### src/rtl/id_ex_stage.sv
// id_ex_stage: ID/EX pipeline register with load-use detection, bubble insertion, branch flush and WB-to-ID bypass
// Ports: clk/rst (sync, active-high); stall_ext freezes everything; flush_ex squashes the ID instruction;
//        *_ID decoded fields in, *_EX registered copies out; rd_WB/RegWEn_WB/wb_data_WB feed the bypass;
//        pc_write_en/ifid_write_en hold the front end; load_use_stall is combinational; stall_cnt/flush_cnt saturate.
module id_ex_stage #(
    parameter int XLEN  = 32,
    parameter int CNT_W = 16
) (
    input  logic            clk,
    input  logic            rst,
    input  logic            stall_ext,
    input  logic            flush_ex,
    input  logic            valid_ID,
    input  logic [4:0]      rs1_ID,
    input  logic [4:0]      rs2_ID,
    input  logic [4:0]      rd_ID,
    input  logic            uses_rs1_ID,
    input  logic            uses_rs2_ID,
    input  logic [XLEN-1:0] rs1_data_ID,
    input  logic [XLEN-1:0] rs2_data_ID,
    input  logic [XLEN-1:0] imm_ID,
    input  logic [XLEN-1:0] pc_ID,
    input  logic            RegWEn_ID,
    input  logic            MemRead_ID,
    input  logic            MemWrite_ID,
    input  logic            ASel_ID,
    input  logic            BSel_ID,
    input  logic [3:0]      ALUSel_ID,
    input  logic [1:0]      WBSel_ID,
    input  logic [4:0]      rd_WB,
    input  logic            RegWEn_WB,
    input  logic [XLEN-1:0] wb_data_WB,
    output logic            valid_EX,
    output logic [4:0]      rs1_EX,
    output logic [4:0]      rs2_EX,
    output logic [4:0]      rd_EX,
    output logic [XLEN-1:0] rs1_data_EX,
    output logic [XLEN-1:0] rs2_data_EX,
    output logic [XLEN-1:0] imm_EX,
    output logic [XLEN-1:0] pc_EX,
    output logic            RegWEn_EX,
    output logic            MemRead_EX,
    output logic            MemWrite_EX,
    output logic            ASel_EX,
    output logic            BSel_EX,
    output logic [3:0]      ALUSel_EX,
    output logic [1:0]      WBSel_EX,
    output logic            pc_write_en,
    output logic            ifid_write_en,
    output logic            load_use_stall,
    output logic [CNT_W-1:0] stall_cnt,
    output logic [CNT_W-1:0] flush_cnt
);
    logic hazard, bubble, rs1Fwd, rs2Fwd;
    // A bubble in EX has rd_EX=0, so the x0 check also keeps bubbles from matching.
    assign hazard = valid_EX & MemRead_EX & (rd_EX != 5'd0) & valid_ID &
                    ((uses_rs1_ID & (rs1_ID == rd_EX)) | (uses_rs2_ID & (rs2_ID == rd_EX)));
    assign load_use_stall = hazard & ~flush_ex;
    assign pc_write_en    = ~stall_ext & ~load_use_stall;
    assign ifid_write_en  = ~stall_ext & ~load_use_stall;
    assign bubble = flush_ex | hazard;
    // The register file is read in ID before WB's write lands, so pass the WB value through.
    assign rs1Fwd = RegWEn_WB & (rd_WB != 5'd0) & (rd_WB == rs1_ID);
    assign rs2Fwd = RegWEn_WB & (rd_WB != 5'd0) & (rd_WB == rs2_ID);
    always_ff @(posedge clk) begin
        if (rst || (!stall_ext && bubble)) begin
            valid_EX    <= 1'b0;
            rs1_EX      <= '0;
            rs2_EX      <= '0;
            rd_EX       <= '0;
            rs1_data_EX <= '0;
            rs2_data_EX <= '0;
            imm_EX      <= '0;
            pc_EX       <= '0;
            RegWEn_EX   <= 1'b0;
            MemRead_EX  <= 1'b0;
            MemWrite_EX <= 1'b0;
            ASel_EX     <= 1'b0;
            BSel_EX     <= 1'b0;
            ALUSel_EX   <= '0;
            WBSel_EX    <= '0;
        end else if (!stall_ext) begin
            valid_EX    <= valid_ID;
            rs1_EX      <= rs1_ID;
            rs2_EX      <= rs2_ID;
            rd_EX       <= rd_ID;
            rs1_data_EX <= rs1Fwd ? wb_data_WB : rs1_data_ID;
            rs2_data_EX <= rs2Fwd ? wb_data_WB : rs2_data_ID;
            imm_EX      <= imm_ID;
            pc_EX       <= pc_ID;
            RegWEn_EX   <= RegWEn_ID;
            MemRead_EX  <= MemRead_ID;
            MemWrite_EX <= MemWrite_ID;
            ASel_EX     <= ASel_ID;
            BSel_EX     <= BSel_ID;
            ALUSel_EX   <= ALUSel_ID;
            WBSel_EX    <= WBSel_ID;
        end
    end
    // Flush outranks the hazard, so at most one counter moves per edge.
    always_ff @(posedge clk) begin
        if (rst) begin
            stall_cnt <= '0;
            flush_cnt <= '0;
        end else if (!stall_ext) begin
            if (flush_ex && flush_cnt != '1)
                flush_cnt <= flush_cnt + CNT_W'(1);
            else if (!flush_ex && hazard && stall_cnt != '1)
                stall_cnt <= stall_cnt + CNT_W'(1);
        end
    end
endmodule

### config.mk
export PLATFORM = sky130hd
export DESIGN_NAME = id_ex_stage
export DESIGN_NICKNAME = d
export VERILOG_FILES = /design/src/rtl/id_ex_stage.sv
export SDC_FILE = /design/constraint.sdc
export NUM_CORES = 1
export LEC_CHECK = 0
export BUFFER_PORTS_ARGS = -buffer_cell sky130_fd_sc_hd__buf_2
export CAP_MARGIN = 10
export CORE_ASPECT_RATIO = 0.5
export CORE_MARGIN = 2
export CORE_UTILIZATION = 40
export DETAILED_ROUTE_END_ITERATION = 16
export PLACE_DENSITY_LB_ADDON = 0.12
export SLEW_MARGIN = 20
export SYNTH_ARGS = -nofsm -noshare
export SYNTH_HDL_FRONTEND = slang
export SYNTH_SLANG_ARGS = --single-unit
export TNS_END_PERCENT = 50
### constraint.sdc
create_clock -name clk -period 2.45 [get_ports clk]
set_clock_uncertainty 0.15 [all_clocks]
set_input_delay 0.1225 -clock clk [delete_from_list [all_inputs] [get_ports clk]]
set_output_delay 0.1225 -clock clk [all_outputs]
set_load 0.02 [all_outputs]
Word level (Yosys, flattened, before mapping)

Index checks and enable logic that the tools add are counted.

Bits in registers: 187
Output and inout port bits: 190
Word-level logic and storage cells: 55

Add/subtract/negate cells: 2
Eq/ne operators: 6
Multiplexer cells: 2
Bitwise gates (word level): 17
Reduce and logical (&&, ||, !) cells: 11

Operators by type and width:

| cell                  | count |
|---|---|
| $mux 32               | 2 |
| $add 16x1->16 const B | 2 |
| $ne 16x16->1 const B  | 2 |
| $eq 5x5->1            | 4 |
| $and 1x1->1           | 11 |
| $reduce_bool 5->1     | 2 |
| $logic_and 1x1->1     | 4 |
| $not 1->1             | 4 |
| $reduce_and 3->1      | 1 |
| $logic_not 1->1       | 2 |
| $or 1x1->1            | 2 |
| $reduce_and 2->1      | 1 |
| $logic_or 1x1->1      | 1 |

Longest topological paths before layout

Depth after elaboration: 7
Depth in mapped cells: 9

Least setup slack after synthesis

OpenSTA, ideal clock, no wires.

Path kind: reg2out
Start point: register rd_EX[4]
End point: output pc_write_en
Arrival: 2.539 ns
Slack: -0.362 ns
Stages on the path, launching flop included: 10
Path through: dfxtp_1 xor2_1 nor4_1 a32oi_1 buf_6 buf_6 buf_2 nor3_1 nor2_1 buf_4

Cells in the longest elaborated chain, start to end: 7

Ends and longest elaborated chain:

| item                                            | RTL line | source |
|---|---|---|
| from (decl)                                     | 36       | `output logic [4:0] rd_EX,` |
| from (signal assigned)                          | 86       | `rd_EX <= rd_ID;` |
| $eq 5x5->1 or $reduce_bool 5->1 (tied branches) | 57, 56   |  |
| $and 1x1->1, on equally long branches           | 57, 56   |  |
| $or 1x1->1 or $and 1x1->1 (tied branches)       | 57, 56   |  |
| $and 1x1->1 *                                   | 56       | `assign hazard = valid_EX & MemRead_EX & (rd_EX != 5'd0) & valid_ID &` |
| $and 1x1->1 *                                   | 58       | `assign load_use_stall = hazard & ~flush_ex;` |
| named net load_use_stall                        | 50       | `output logic load_use_stall,` |
| $not 1->1 *                                     | --       |  |
| $and 1x1->1 *                                   | --       |  |
| to (decl)                                       | 48       | `output logic pc_write_en,` |

Mark *: on every way through the listed nets, which the timed path passes. The rest lies on a longest branch.

Final worst setup path

Start point: register rd_EX[0]
End point: output ifid_write_en

Cells in the longest elaborated chain, start to end: 7

Ends and longest elaborated chain:

| item                                            | RTL line | source |
|---|---|---|
| $eq 5x5->1 or $reduce_bool 5->1 (tied branches) | 57, 56   |  |
| $and 1x1->1, on equally long branches           | 57, 56   |  |
| $or 1x1->1 or $and 1x1->1 (tied branches)       | 57, 56   |  |
| $and 1x1->1 *                                   | 56       |  |
| $and 1x1->1 *                                   | 58       |  |
| $not 1->1 *                                     | 60       | `assign ifid_write_en = ~stall_ext & ~load_use_stall;` |
| $and 1x1->1 *                                   | 60       |  |
| to (decl)                                       | 49       | `output logic ifid_write_en,` |

Mark *: on every way between the ends. The rest lies on a longest branch, timed or not.

==> flow_summary_export.csv <==
group,metric,value,unit
die,die_y,104,um
power,power,7750,uW
setup_path,crit_path_cell_trace,"or4_4 -> o21ai_4 -> buf_4 -> nor3_4 -> nor2_2 -> buf_6",
power,internal_power,5760,uW
grt,grt_max_degree,129,
die,dieArea,0.0212,mm2
setup_path,worstSetupStartpointType,"flop",
power,clkPwrFrac,0.412,
power,p_sw,1990,uW
clock_network,cts_tree,"yes",
sta,final.period_utilization,0.973,
setup_path,slowest_delay,0.57,ns
grt,grt-ovfl-total,0,
final_layout,fillers,1569,
setup_path,timing.rr.start,"stall_cnt[1]",
grt,grt_pass1_wl,43300,um
place,dpl_cell_area,0.0102,mm2
setup_path,slowest_stage,"or4_4",
setup_path,rrSetupSlack,0.13,ns
clock_network,cts-buffers-inserted,17,
hold_path,hp-class,"in2reg",
final_layout,design_area,0.0129,mm2
detailed_routing,wl_met2,13600,um
sta,grt_setup_unrepaired,"true",
power,p_leak,0.00597,uW
detailed_routing,detail-route-antenna-nets,0,
place,port_buffers,388,
logic_synthesis,avgSynthCellArea,9.82,um2
power,ir_drop,0.493,mV
logic_synthesis,postSynthCellCount,813,
detailed_routing,dr.pass1.iters,6,
sta,worst_pin_slew,0.810,ns
setup_path,cp-end-kind,"primary output",
detailed_routing,drtIter0Drc,328,
clock_network,clock_latency,0.43,ns
logic_synthesis,synth.distinct_cells,43,
detailed_routing,wl,27400,um
final_layout,drive_gt1_frac,0.336,
clock_network,clock_path_buffers,2,
sta,report.final.slew_viol_count,0,
setup_path,r2r_end,"stall_cnt[6]",
sta,hold_ws,0.0473,ns
setup_path,r2r_cells,6,
hold_path,hold_path_end,"stall_cnt[5]",
logic_synthesis,syn-num-nets,1014,
power,cellPowerDensity,601,mW/mm2
clock_network,clkSinkCount,187,
setup_path,required,2.18,ns
detailed_routing,post_drt_wl_per_cell,16.6,um
detailed_routing,met1Wirelength,11100,um
final_layout,stdcell_count,1649,
die,pin_count,389,
hold_path,worstHoldStart,"flush_ex",
final_layout,fin_nets,1570,
power,power_frac_seq,0.421,
detailed_routing,drc,0,
sta,setup_viol,0,
die,core,0.0195,mm2
clock_network,cts_max_level,4,
sta,max_freq,419,MHz
power,swShare,0.257,
detailed_routing,viasPerCell,4.96,
sta,period_needed,2.39,ns
setup_path,path_class,"reg2out",
grt,grt_usage,0.257,
detailed_routing,routed-wl-met3,1590,um
run_status,outcome,"finished clean",
clock_network,clockRootBuffer,"clkbuf_16",
sta,maxSlewHeadroom,0.460,
place,dp_cells,1423,
die,row_count,36,
final_layout,area_growth,61.5,%
run,maxCapViolations,0,
detailed_routing,num_vias,8178,
logic_synthesis,yosys_register_bits,187,
setup_path,crit_path_max_fanout,5,
place,gp_congestion,0.831,
sta,hold_violations,0,
die,start_util,0.409,
grt,first_global_vias,8340,
place,hpwl,17900,um
die,die_w,204,um
logic_synthesis,synth_warnings,0,
clock_network,clk_pin_slew_worst_paths,0.07,ns
setup_path,critPathArrivalTime,2.11,ns
grt,grt_antenna_before_repair,1,
logic_synthesis,syn-cell-area,0.00799,mm2
logic_synthesis,seq_area_frac_synth,0.469,
sta,finalSetupTns,0,ns
power,power_frac_comb,0.167,
detailed_routing,highest_layer,"met4",
hold_path,hold_depth,3,
how the worst max path moves through the flow:
stage | slack, ns | to | start | cells past startpoint
after floorplan | 0.03 | pc_write_en | rd_EX[3] | 9
after global placement | 0.22 | stall_cnt[10] | rd_EX[3] | 6
after detailed placement | 0.15 | stall_cnt[8] | rd_EX[3] | 6
after CTS | 0.02 | ifid_write_en | rd_EX[0] | 6
after global routing | -0.02 | ifid_write_en | rd_EX[0] | 6
final | 0.06 | ifid_write_en | rd_EX[0] | 6
through the flow:
stage	worst slack, ns	util
global route	-0.0218	0.661
floorplan	0.0272	-
finish	0.0649	0.661
CTS	0.0151	0.657
detailed placement	0.155	0.523
global placement	0.215	0.523
sequential cells by signal, summed over array words and instances (netlist names):
signal,flops
imm_EX,32
pc_EX,32
rs1_data_EX,32
rs2_data_EX,32
flush_cnt,16
stall_cnt,16
rd_EX,5
rs1_EX,5
rs2_EX,5
ALUSel_EX,4
WBSel_EX,2
ASel_EX,1
BSel_EX,1
MemRead_EX,1
MemWrite_EX,1
RegWEn_EX,1
valid_EX,1
repair_timing:
action / 4_1_cts / 5_1_grt
endpoints found under the hold margin: 155 / 0
gates resized for setup: 6 / 11
hold buffers: 187 / 0
buffers inserted: 3 / 2
pin swaps: 3 / 3
endpoints found under the setup margin: 3 / 103
gates cloned: 1 / 1
metal layers:
| layer | vias up | global-route usage |
|---|---|---|
| met3 | 72 | 0.0658 |
| met1 | 3859 | 0.302 |
| li1 | 3981 | - |
| met4 | 0 | 0.115 |
| met2 | 266 | 0.442 |
| met5 | - | 0 |
final cells by class:
| cell class | instances | area (um2) | share of cell area |
|---|---|---|---|
| repair buffers | 596 | 4130 | 0.320 |
| well taps | 266 | 333 | 0.0258 |
| clock buffers | 18 | 439 | 0.0341 |
| inverters | 6 | 25.0 | 0.00194 |
| diodes | 1 | 2.50 | 0.000194 |
| multi-input cells | 561 | 3980 | 0.309 |
| clock inverters | 14 | 239 | 0.0185 |
| flip-flops and latches | 187 | 3750 | 0.291 |
cell usage in the layout (no fill, tap or decap), types with 2 or more instances in the layout:
cell type | Yosys | layout
mux2i_1 | 156 | 156
xor2_1 | 17 | 16
and3_1 | 5 | 5
inv_6 | 0 | 3
nor4_2 | 2 | 4
or4_1 | 10 | 10
buf_2 | 19 | 384
mux2_1 | 4 | 4
o21ai_0 | 4 | 4
xnor2_1 | 16 | 16
dfxtp_1 | 187 | 184
nand3_1 | 9 | 9
dlygate4sd3_1 | 0 | 186
clkbuf_16 | 0 | 19
nor2b_1 | 7 | 7
a21oi_1 | 13 | 13
o2111ai_1 | 3 | 3
clkinv_2 | 0 | 3
nand4_1 | 10 | 10
clkinv_4 | 0 | 2
dfxtp_4 | 0 | 2
or3_1 | 2 | 2
nor2_1 | 182 | 181
inv_1 | 6 | 5
buf_6 | 3 | 2
buf_4 | 7 | 14
a211oi_1 | 69 | 69
ha_1 | 2 | 2
and4_1 | 3 | 3
mux2_2 | 2 | 2
nor3_1 | 7 | 6
nand2_1 | 11 | 11
bufinv_16 | 0 | 6
o31ai_1 | 9 | 8
buf_12 | 0 | 6
nor4_4 | 2 | 2
kinds of logic after synthesis:
group,share of synthesized area
buffers and inverters,0.0396
muxes,0.204
DFF,0.469
adders and majority gates,0.00313
and+or+nand+nor,0.154
xor gates and xnor gates,0.0362
AOI/OAI and AO/OA,0.0942
power groups by stage:
stage	Combinational, uW	Clock [uW]	Sequential, uW
2_1_floorplan	411	0	3500
4_1_cts	1270	3250	3260
3_5_place_dp	1020	0	3330
5_1_grt	1390	3400	3280
6_report	1290	3200	3260
3_3_place_gp	1000	0	3320
worst max-delay path: cells and delay by family (launching register included):
kind | cells | cell delay [ns]
flip-flops | 1 | 0.37
AO/OA/AOI/OAI | 1 | 0.21
buffers and inverters | 2 | 0.33
AND/OR/NAND/NOR | 3 | 0.77
synthesized netlist by cell type:
library cell / n / share of area
and3_1: 5 / 0.0039
nor4_1: 3 / 0.0024
or4_1: 10 / 0.0094
o41ai_1: 1 / 0.0011
mux2_1: 4 / 0.0056
nand2_1: 11 / 0.0052
or3_1: 2 / 0.0016
xor2_1: 17 / 0.019
a211oi_1: 69 / 0.065
nand4b_2: 1 / 0.0019
o31ai_1: 9 / 0.0085
o21ai_0: 4 / 0.0025
nand3_1: 9 / 0.0056
or2_2: 1 / 0.00078
buf_2: 19 / 0.012
mux2_2: 2 / 0.0028
mux2i_1: 156 / 0.20
a21oi_1: 13 / 0.0081
and2_0: 1 / 0.00078
clkbuf_1: 30 / 0.014
o2111ai_1: 3 / 0.0033
ha_1: 2 / 0.0031
and4_1: 3 / 0.0033
and2_1: 1 / 0.00078
o21ai_2: 1 / 0.0011
nor2_1: 182 / 0.086
nor4_4: 2 / 0.0053
o21ai_4: 1 / 0.0020
buf_6: 3 / 0.0042
or4_4: 1 / 0.0014
nor4_2: 2 / 0.0031
dfxtp_1: 187 / 0.47
nor3_1: 7 / 0.0044
buf_4: 7 / 0.0066
nand4_1: 10 / 0.0078
xnor2_1: 16 / 0.018
or4b_1: 1 / 0.0013
or3b_1: 1 / 0.0011
a2111o_2: 1 / 0.0016
a32oi_1: 1 / 0.0011
nor4b_4: 1 / 0.0030
inv_1: 6 / 0.0028
nor2b_1: 7 / 0.0055
Power figures use the tool's default switching activity.
